==> src/rtl/regfile_read_arbiter.sv <==
// regfile_read_arbiter
// Round-robin arbiter owning the select of a shared 32:1 register read mux.
// One requester is granted per cycle; the mux word is returned to the winner
// on the following edge.  A requester that holds a grant is masked for one
// edge, so no requester can win on back-to-back edges.
// Optional feature macro: ARB_ZERO_REG_EN -- when defined, a read of
// register 0 returns zero regardless of the mux output (MIPS $zero).
module regfile_read_arbiter #(
  parameter int NREQ = 3,
  parameter int DW   = 32,
  parameter int AW   = 5
) (
  input  logic                clk_i,
  input  logic                rst_i,
  input  logic [NREQ-1:0]     req_i,
  input  logic [NREQ*AW-1:0]  addr_i,
  input  logic                stall_i,
  input  logic [DW-1:0]       rd_data_i,
  output logic [NREQ-1:0]     gnt_o,
  output logic [AW-1:0]       sel_o,
  output logic [NREQ-1:0]     rsp_valid_o,
  output logic [DW-1:0]       rsp_data_o
);

  // Pointer/index width; the extra bit in IW absorbs ptr+k before wrapping.
  localparam int PW = (NREQ > 1) ? $clog2(NREQ) : 1;
  localparam int IW = PW + 1;

  // Grant stage state
  logic [NREQ-1:0] gnt_q, gnt_d;
  logic [AW-1:0]   sel_q, sel_d;
  logic [PW-1:0]   ptr_q, ptr_d;
  logic            pend_q, pend_d;
  logic [PW-1:0]   pend_id_q, pend_id_d;

  // Response stage state
  logic [NREQ-1:0] rsp_valid_q, rsp_valid_d;
  logic [DW-1:0]   rsp_data_q, rsp_data_d;

  // Arbitration helpers
  logic [NREQ-1:0] elig;
  logic            found;
  logic [PW-1:0]   win;
  logic [IW-1:0]   idx;
  logic [NREQ-1:0] win_onehot;
  logic [NREQ-1:0] pend_onehot;
  logic [AW-1:0]   addr_arr [NREQ];

  // Unpack the address bus and build one-hot decodes of the winner and the
  // pending requester.
  generate
    for (genvar gi = 0; gi < NREQ; gi++) begin : g_req
      assign addr_arr[gi]    = addr_i[gi*AW +: AW];
      assign win_onehot[gi]  = (win == PW'(gi));
      assign pend_onehot[gi] = (pend_id_q == PW'(gi));
    end
  endgenerate

  // Pick the first eligible requester at or after the pointer, wrapping.
  always_comb begin
    elig  = req_i & ~gnt_q & {NREQ{~stall_i}};
    found = 1'b0;
    win   = '0;
    idx   = '0;
    for (int k = 0; k < NREQ; k++) begin
      idx = {1'b0, ptr_q} + IW'(k);
      if (idx >= IW'(NREQ)) begin
        idx = idx - IW'(NREQ);
      end
      if (!found && elig[idx[PW-1:0]]) begin
        found = 1'b1;
        win   = idx[PW-1:0];
      end
    end
  end

  // Next-state for the grant stage: grant the winner or idle with Sel/Ptr held.
  always_comb begin
    gnt_d     = '0;
    sel_d     = sel_q;
    ptr_d     = ptr_q;
    pend_d    = 1'b0;
    pend_id_d = pend_id_q;
    if (found) begin
      gnt_d     = win_onehot;
      sel_d     = addr_arr[win];
      pend_d    = 1'b1;
      pend_id_d = win;
      ptr_d     = (win == PW'(NREQ - 1)) ? '0 : win + PW'(1);
    end
  end

  // Next-state for the response stage.  sel_q still carries the address of
  // the pending read here, so it identifies the register being returned.
  always_comb begin
    rsp_valid_d = '0;
    rsp_data_d  = rsp_data_q;
    if (pend_q) begin
      rsp_valid_d = pend_onehot;
`ifdef ARB_ZERO_REG_EN
      rsp_data_d  = (sel_q == '0) ? '0 : rd_data_i;
`else
      rsp_data_d  = rd_data_i;
`endif
    end
  end

  // Grant stage registers; reset also cancels any pending read.
  always_ff @(posedge clk_i) begin
    if (rst_i) begin
      gnt_q     <= '0;
      sel_q     <= '0;
      ptr_q     <= '0;
      pend_q    <= 1'b0;
      pend_id_q <= '0;
    end else begin
      gnt_q     <= gnt_d;
      sel_q     <= sel_d;
      ptr_q     <= ptr_d;
      pend_q    <= pend_d;
      pend_id_q <= pend_id_d;
    end
  end

  // Response stage registers.
  always_ff @(posedge clk_i) begin
    if (rst_i) begin
      rsp_valid_q <= '0;
      rsp_data_q  <= '0;
    end else begin
      rsp_valid_q <= rsp_valid_d;
      rsp_data_q  <= rsp_data_d;
    end
  end

  assign gnt_o       = gnt_q;
  assign sel_o       = sel_q;
  assign rsp_valid_o = rsp_valid_q;
  assign rsp_data_o  = rsp_data_q;

endmodule

==> config.mk <==
export PLATFORM = sky130hd
export DESIGN_NAME = regfile_read_arbiter
export DESIGN_NICKNAME = d
export VERILOG_FILES = /design/src/rtl/regfile_read_arbiter.sv
export SDC_FILE = /design/constraint.sdc
export NUM_CORES = 1
export LEC_CHECK = 0
export CAP_MARGIN = 25
export CORE_MARGIN = 2
export CORE_UTILIZATION = 36
export DETAILED_ROUTE_END_ITERATION = 10
export PLACE_DENSITY = 0.83
export SLEW_MARGIN = 30
export SYNTH_ARGS = -nofsm -noshare
export SYNTH_HDL_FRONTEND = slang
export SYNTH_SLANG_ARGS = --single-unit
==> constraint.sdc <==
create_clock -name clk_i -period 1.92 [get_ports clk_i]
set_input_delay 0.288 -clock clk_i [delete_from_list [all_inputs] [get_ports clk_i]]
set_output_delay 0.288 -clock clk_i [all_outputs]
set_load 0.03 [all_outputs]
==> flow_metrics.tcl, run 1 <==
set metrics [dict create \
    ant_nets 0 \
    ir_drop_mv 0.462 \
    total_power_mw 2.40 \
    cp_max_fo 7 \
    cp.arrival_ns 2.08 \
    finalHoldViolCount 0 \
    grt_pass1_wl_mm 8.18 \
    fillers 442 \
    htreeDepth 2 \
    synth_nets 240 \
    synth.most_common_cell "dfxtp_1" \
    die_area_sq_mm 0.00585 \
    final_nets 349 \
    cellPowerDensity_mw_per_mm2 751 \
    fin_crit_sh_pct 97.3 \
    power_leakage_nw 1.20 \
    dieWidth_microns 76.5 \
    seq_area_frac_synth_pct 50.8 \
    yosys_warnings 0 \
    routed_wirelength_mm 4.88 \
    cp-end-kind "register" \
    pin_count 96 \
    drtIter0Drc 39 \
    tightest_slew_ns 0.483 \
    synth_top_area_share_pct 50.8 \
    clock_latency_ns 0.28 \
    final_util_pct 63.0 \
    num_vias 1705 \
    cp-start-kind "register" \
    cts-root-buf "clkbuf_8" \
    synth.avg_cell_area_sq_um 10.2 \
    hold_path.class "reg -> reg" \
    grt_usage_pct 16.9 \
    grt_overflow 0 \
    crit_start "ptr_q[1]$_SDFFE_PP0P_" \
    fin_skew_ns 0.00451 \
    finalMaxSlewViolations 0 \
    rows 26 \
    cts_made_buffers 5 \
    dp_slack_ns -0.199 \
    synth_edf_count 0 \
    cap_violations 0 \
    place.gp.congestion 0.802 \
    max_freq_ghz 0.535 \
    area_delta_synth_final_pct 68.8 \
    synth_cell_types 30 \
    finalWorstSetupSlack_ns 0.0518 \
    multi_input_area_sq_um 955 \
    cts_tree "done" \
    synth_area_leader_cell "dfxtp_1" \
    synth_area_leaders "dfxtp_1, mux2i_1, nor2_1" \
    portBuffers 95 \
    status "finished clean" \
    finalSetupTns_ns 0 \
    ctsLongestPathBuffers 2 \
    regArea_sq_um 967 \
    timing.rr.start "ptr_q[1]$_SDFFE_PP0P_" \
    syn-cell-area_sq_mm 0.00189 \
    rsz0062_at_grt "true" \
    clkTransAtPathRegs_ns 0.08 \
    synth_cells 185 \
    cts_hold_buffers 0 \
    grt_pass1_vias 1789 \
    ys_seq_elements 48 \
    antenna_found_initial 0 \
    start_util_pct 37.3 \
    grt_max_degree 21 \
    drive_gt1_share_pct 17.8 \
    synth_top_flop_cell "dfxtp_1" \
    dpl.cell_count 356 \
    crit_type "reg -> reg" \
    fin_cells 362 \
    die_h_microns 76.5 \
    hpwl_mm 3.64 \
    synthTopCellsByCount "dfxtp_1, nor2_1, mux2i_1" \
    slew_headroom_pct 67.8 \
    min_from "pend_id_q[0]$_SDFFE_PP0P_" \
    core_sq_mm 0.00507 \
    firstDrtPassIters 4 \
    drc 0 \
    async_reset_ff_share_pct 0 \
    setup_viol_count_final 0 \
    clkSinkCount 48 \
    min_period_ns 1.87 \
    crit_required_ns 2.13 \
    via_per_inst 4.71 \
    antenna_cells 0 \
    wl_per_cell_microns 13.5 \
]
[state kept, by name (all words and copies together) (netlist names)]
register and flops:
sel_o 5, gnt_o 3, pend_id_q 2, rsp_data_o 32, pend_q 1, ptr_q 2, rsp_valid_o 3
[what timing repair did]
item,CTS,global route
setup endpoints to repair,5,10
gates resized for setup,12,11
pin swaps,14,12
buffers inserted,1,0
[cells in the final DEF (no fill, tap or decap), drive strengths merged]
cell type      count
o2111ai            1
inv                4
nor3               6
ha                 2
o311a              1
dfxtp             48
a22o               5
o31ai              2
clkdlybuf4s50     95
clkbuf             5
buf               17
nor2b              2
a211o              1
o22ai              1
nand2              6
nor2              42
a21oi              3
a21boi             1
nor3b              2
and3               1
nand4bb            1
o21ai              1
a221oi             6
or2                1
nand2b             3
mux2i             32
a221o              1
and2b              1
nand3              1
[final cells by class]
type	instances	share of cell area (%)
repair buffers	112	34.5
flip-flops and latches	48	30.3
multi-input cells	123	29.9
well taps	70	2.74
clock buffers	5	2.15
inverters	4	0.470
[critical path, cell delays in order, from the launching register on]
cell       delay (ns)
dfxtp_4          0.37
ha_4             0.24
or2_4            0.24
o311a_4          0.36
o2111ai_4        0.33
a221oi_2         0.12
nor3_1           0.16
[kinds of logic after synthesis]
kind of cell / Yosys count / share of synthesized area [%]
and+or+nand+nor: 66 / 15.9
muxes: 32 / 16.9
buffers and inverters: 14 / 2.97
adders and majority gates: 2 / 1.32
AOI/OAI and AO/OA: 23 / 12.2
DFF: 48 / 50.8
[path summary, 6_finish.rpt]
kind	to	slack (ns)	cells past startpoint
max	sel_o[0]$_SDFFE_PP0P_	0.05	6
min	rsp_valid_o[0]$_SDFF_PP0_	0.48	1
max reg2reg	sel_o[0]$_SDFFE_PP0P_	0.05	6
min reg2reg	rsp_valid_o[0]$_SDFF_PP0_	0.48	1
[metal layers]
| metal | wire (microns) | share of wire, % | vias to the layer above | track usage (%) |
|---|---|---|---|---|
| met4 | 46 | 0.94 | 0 | 4.00 |
| met3 | 294 | 6.0 | 7 | 4.38 |
| li1 | - | - | 858 | - |
| met5 | 0 | 0 | - | 0 |
| met1 | 2100 | 43 | 776 | 20.6 |
| met2 | 2440 | 50 | 64 | 29.7 |
[power breakdown]
part	switching [mW]	leakage, nW	total (mW)	internal, mW
Sequential	0.0536	0.394	1.12	1.07
Combinational	0.361	0.767	0.759	0.398
Clock	0.284	0.0359	0.519	0.235
[per-stage QoR]
stage                     hold WS (ns)  instance area (sq um)
after global placement           0.465                   3020
final                            0.480                   3200
after CTS                        0.480                   3160
after floorplan                  0.434                   1890
after global routing             0.519                   3200
after detailed placement         0.467                   3020
Note: power is estimated with default switching activity, not from simulation.
==> run 2: changes to the inputs <==
==> constraint.sdc (replaced) <==
create_clock -name clk_i -period 1.92 [get_ports clk_i]
set_input_delay 0.384 -clock clk_i [delete_from_list [all_inputs] [get_ports clk_i]]
set_output_delay 0.384 -clock clk_i [all_outputs]
set_load 0.03 [all_outputs]
==> flow_metrics.tcl, run 2 (synthesis gave the netlist of run 1 again) <==
set metrics [dict create \
    fin_skew_ns 0.00482 \
    timing.hold.ws_ns 0.473 \
    die_h_microns 76.5 \
    drive_gt1_share_pct 19.1 \
    drc 0 \
    pin_count 96 \
    portBuffers 95 \
    ant_nets 0 \
    firstDrtPassIters 5 \
    final_common_cell "clkdlybuf4s50_1" \
    cellPowerDensity_mw_per_mm2 777 \
    grt_pass1_vias 1744 \
    total_power_mw 2.52 \
    fin_area_sq_mm 0.00325 \
    grt.met3_usage_pct 4.38 \
    area_delta_synth_final_pct 71.5 \
    finalHoldViolCount 0 \
    crit_type "reg -> reg" \
    cts_made_buffers 5 \
    drtIter0Drc 71 \
    wl_per_cell_microns 13.5 \
    r2r_slack_ns -0.01 \
    largest_reg_flops 32 \
    dieWidth_microns 76.5 \
    finalMaxSlewViolations 0 \
    post_dp_cell_area_sq_mm 0.00303 \
    failed_checks "setup timing" \
    hpwl_mm 3.62 \
    routed_wirelength_mm 4.98 \
    fin_cells 369 \
    via_per_inst 4.82 \
    clkTransAtPathRegs_ns 0.08 \
    core_sq_mm 0.00507 \
    slowest_delay_ns 0.36 \
    power_leakage_nw 1.23 \
    crit_required_ns 2.13 \
    setup_viol_count_final 1 \
    grt_busiest_layer "met2" \
    worstPathCellList "buf_6 -> ha_4 -> or2_4 -> o311a_4 -> o2111ai_4 -> a221oi_2 -> nor3_1" \
    finalSetupTns_ns -0.0121 \
    cts-root-buf "clkbuf_8" \
    max_freq_ghz 0.518 \
    antenna_cells 0 \
    fin_crit_sh_pct 101 \
    min_period_ns 1.93 \
    grt_usage_pct 17.3 \
    clkSinkCount 48 \
    ir_drop_mv 0.449 \
    antenna_found_initial 0 \
    final_cell_mix "clkdlybuf4s50_1, dfxtp_1, nor2_1, mux2i_1, buf_4" \
    grt_pass1_wl_mm 8.27 \
    rows 26 \
    clock_latency_ns 0.29 \
    hold_depth 1 \
    hold_path.class "reg -> reg" \
    status "finished with violations" \
    slowest_stage "o311a_4" \
    rsz0062_at_grt "true" \
    grtUsageMet1_pct 22.0 \
    r2r_cells 7 \
    cp_max_fo 7 \
    final_nets 354 \
    cp-end-kind "register" \
    dpl.cell_count 357 \
    htreeDepth 2 \
    grt_max_degree 21 \
    place.gp.congestion 0.811 \
    ctsLongestPathBuffers 2 \
    cts_tree "done" \
    finalWorstSetupSlack_ns -0.0121 \
    cap_violations 0 \
    cts_hold_buffers 0 \
    start_util_pct 37.3 \
    die_area_sq_mm 0.00585 \
    num_vias 1777 \
    tightest_slew_ns 0.478 \
    cp.arrival_ns 2.14 \
    met2_usage_pct 29.5 \
    grt_overflow 0 \
    slew_headroom_pct 68.1 \
    cp-start-kind "register" \
]
run 2: cell types whose count changed in the layout (fill, tap and decap cells not counted), sizes merged:
cell	previous run	this run
buf	17	22
clkbuf	5	7
run 2: critical path: cells and delay by family (launching register included):
kind	cells	cell delay, ns
adder cells (fa/ha/maj)	1	0.15
AND/OR/NAND/NOR	2	0.44
flip-flops	1	0.34
buffers and inverters	1	0.12
AO/OA/AOI/OAI	3	0.81
run 2: final timing paths:
| path | start | endpoint |
|---|---|---|
| min | pend_id_q[1]$_SDFFE_PP0P_ | rsp_valid_o[1]$_SDFF_PP0_ |
| min reg2reg | pend_id_q[1]$_SDFFE_PP0P_ | rsp_valid_o[1]$_SDFF_PP0_ |
| max reg2reg | ptr_q[0]$_SDFFE_PP0P_ | sel_o[4]$_SDFFE_PP0P_ |
| max | ptr_q[0]$_SDFFE_PP0P_ | sel_o[4]$_SDFFE_PP0P_ |
run 2: layer usage:
| metal | share of wire [%] | vias to the layer above |
|---|---|---|
| met2 | 50 | 75 |
| met3 | 5.9 | 6 |
| met5 | 0 | - |
| met4 | 0.94 | 0 |
| met1 | 43 | 828 |
| li1 | - | 868 |
run 2: per-stage QoR:
stage / setup WS (ns) / utilization, %
after floorplan: 0.0139 / -
after global placement: -0.205 / 59.7
after detailed placement: -0.279 / 59.7
after CTS: -0.00250 / 63.0
after global routing: -0.121 / 64.0
final: -0.0121 / 64.0
run 2: power by group:
group	total [mW]	switching [mW]	internal (mW)
logic	0.776	0.363	0.413
clock network	0.625	0.304	0.321
registers	1.12	0.0545	1.07
run 2: area by class of cell:
type	count	area (sq um)
clock buffers	7	96.3
fillers	430	1830
inverters	4	15.0
multi-input cells	123	948
flip-flops and latches	48	967
well taps	70	87.6
repair buffers	117	1130
run 2: timing repair:
item | in CTS | in global routing
gates resized for setup | 12 | 7
endpoints found under the setup margin | 5 | 10
buffers inserted | 1 | 4
pin swaps | 14 | 7
==> run 3: changes to the inputs <==
--- a/config.mk
+++ b/config.mk
@@ -9,6 +9,7 @@
 export CORE_MARGIN = 2
 export CORE_UTILIZATION = 36
 export DETAILED_ROUTE_END_ITERATION = 10
+export GPL_ROUTABILITY_DRIVEN = 0
 export PLACE_DENSITY = 0.83
 export SLEW_MARGIN = 30
 export SYNTH_ARGS = -nofsm -noshare
==> results of run 3 <==
The final DEF is identical to that of run 2; final timing and power are the same.
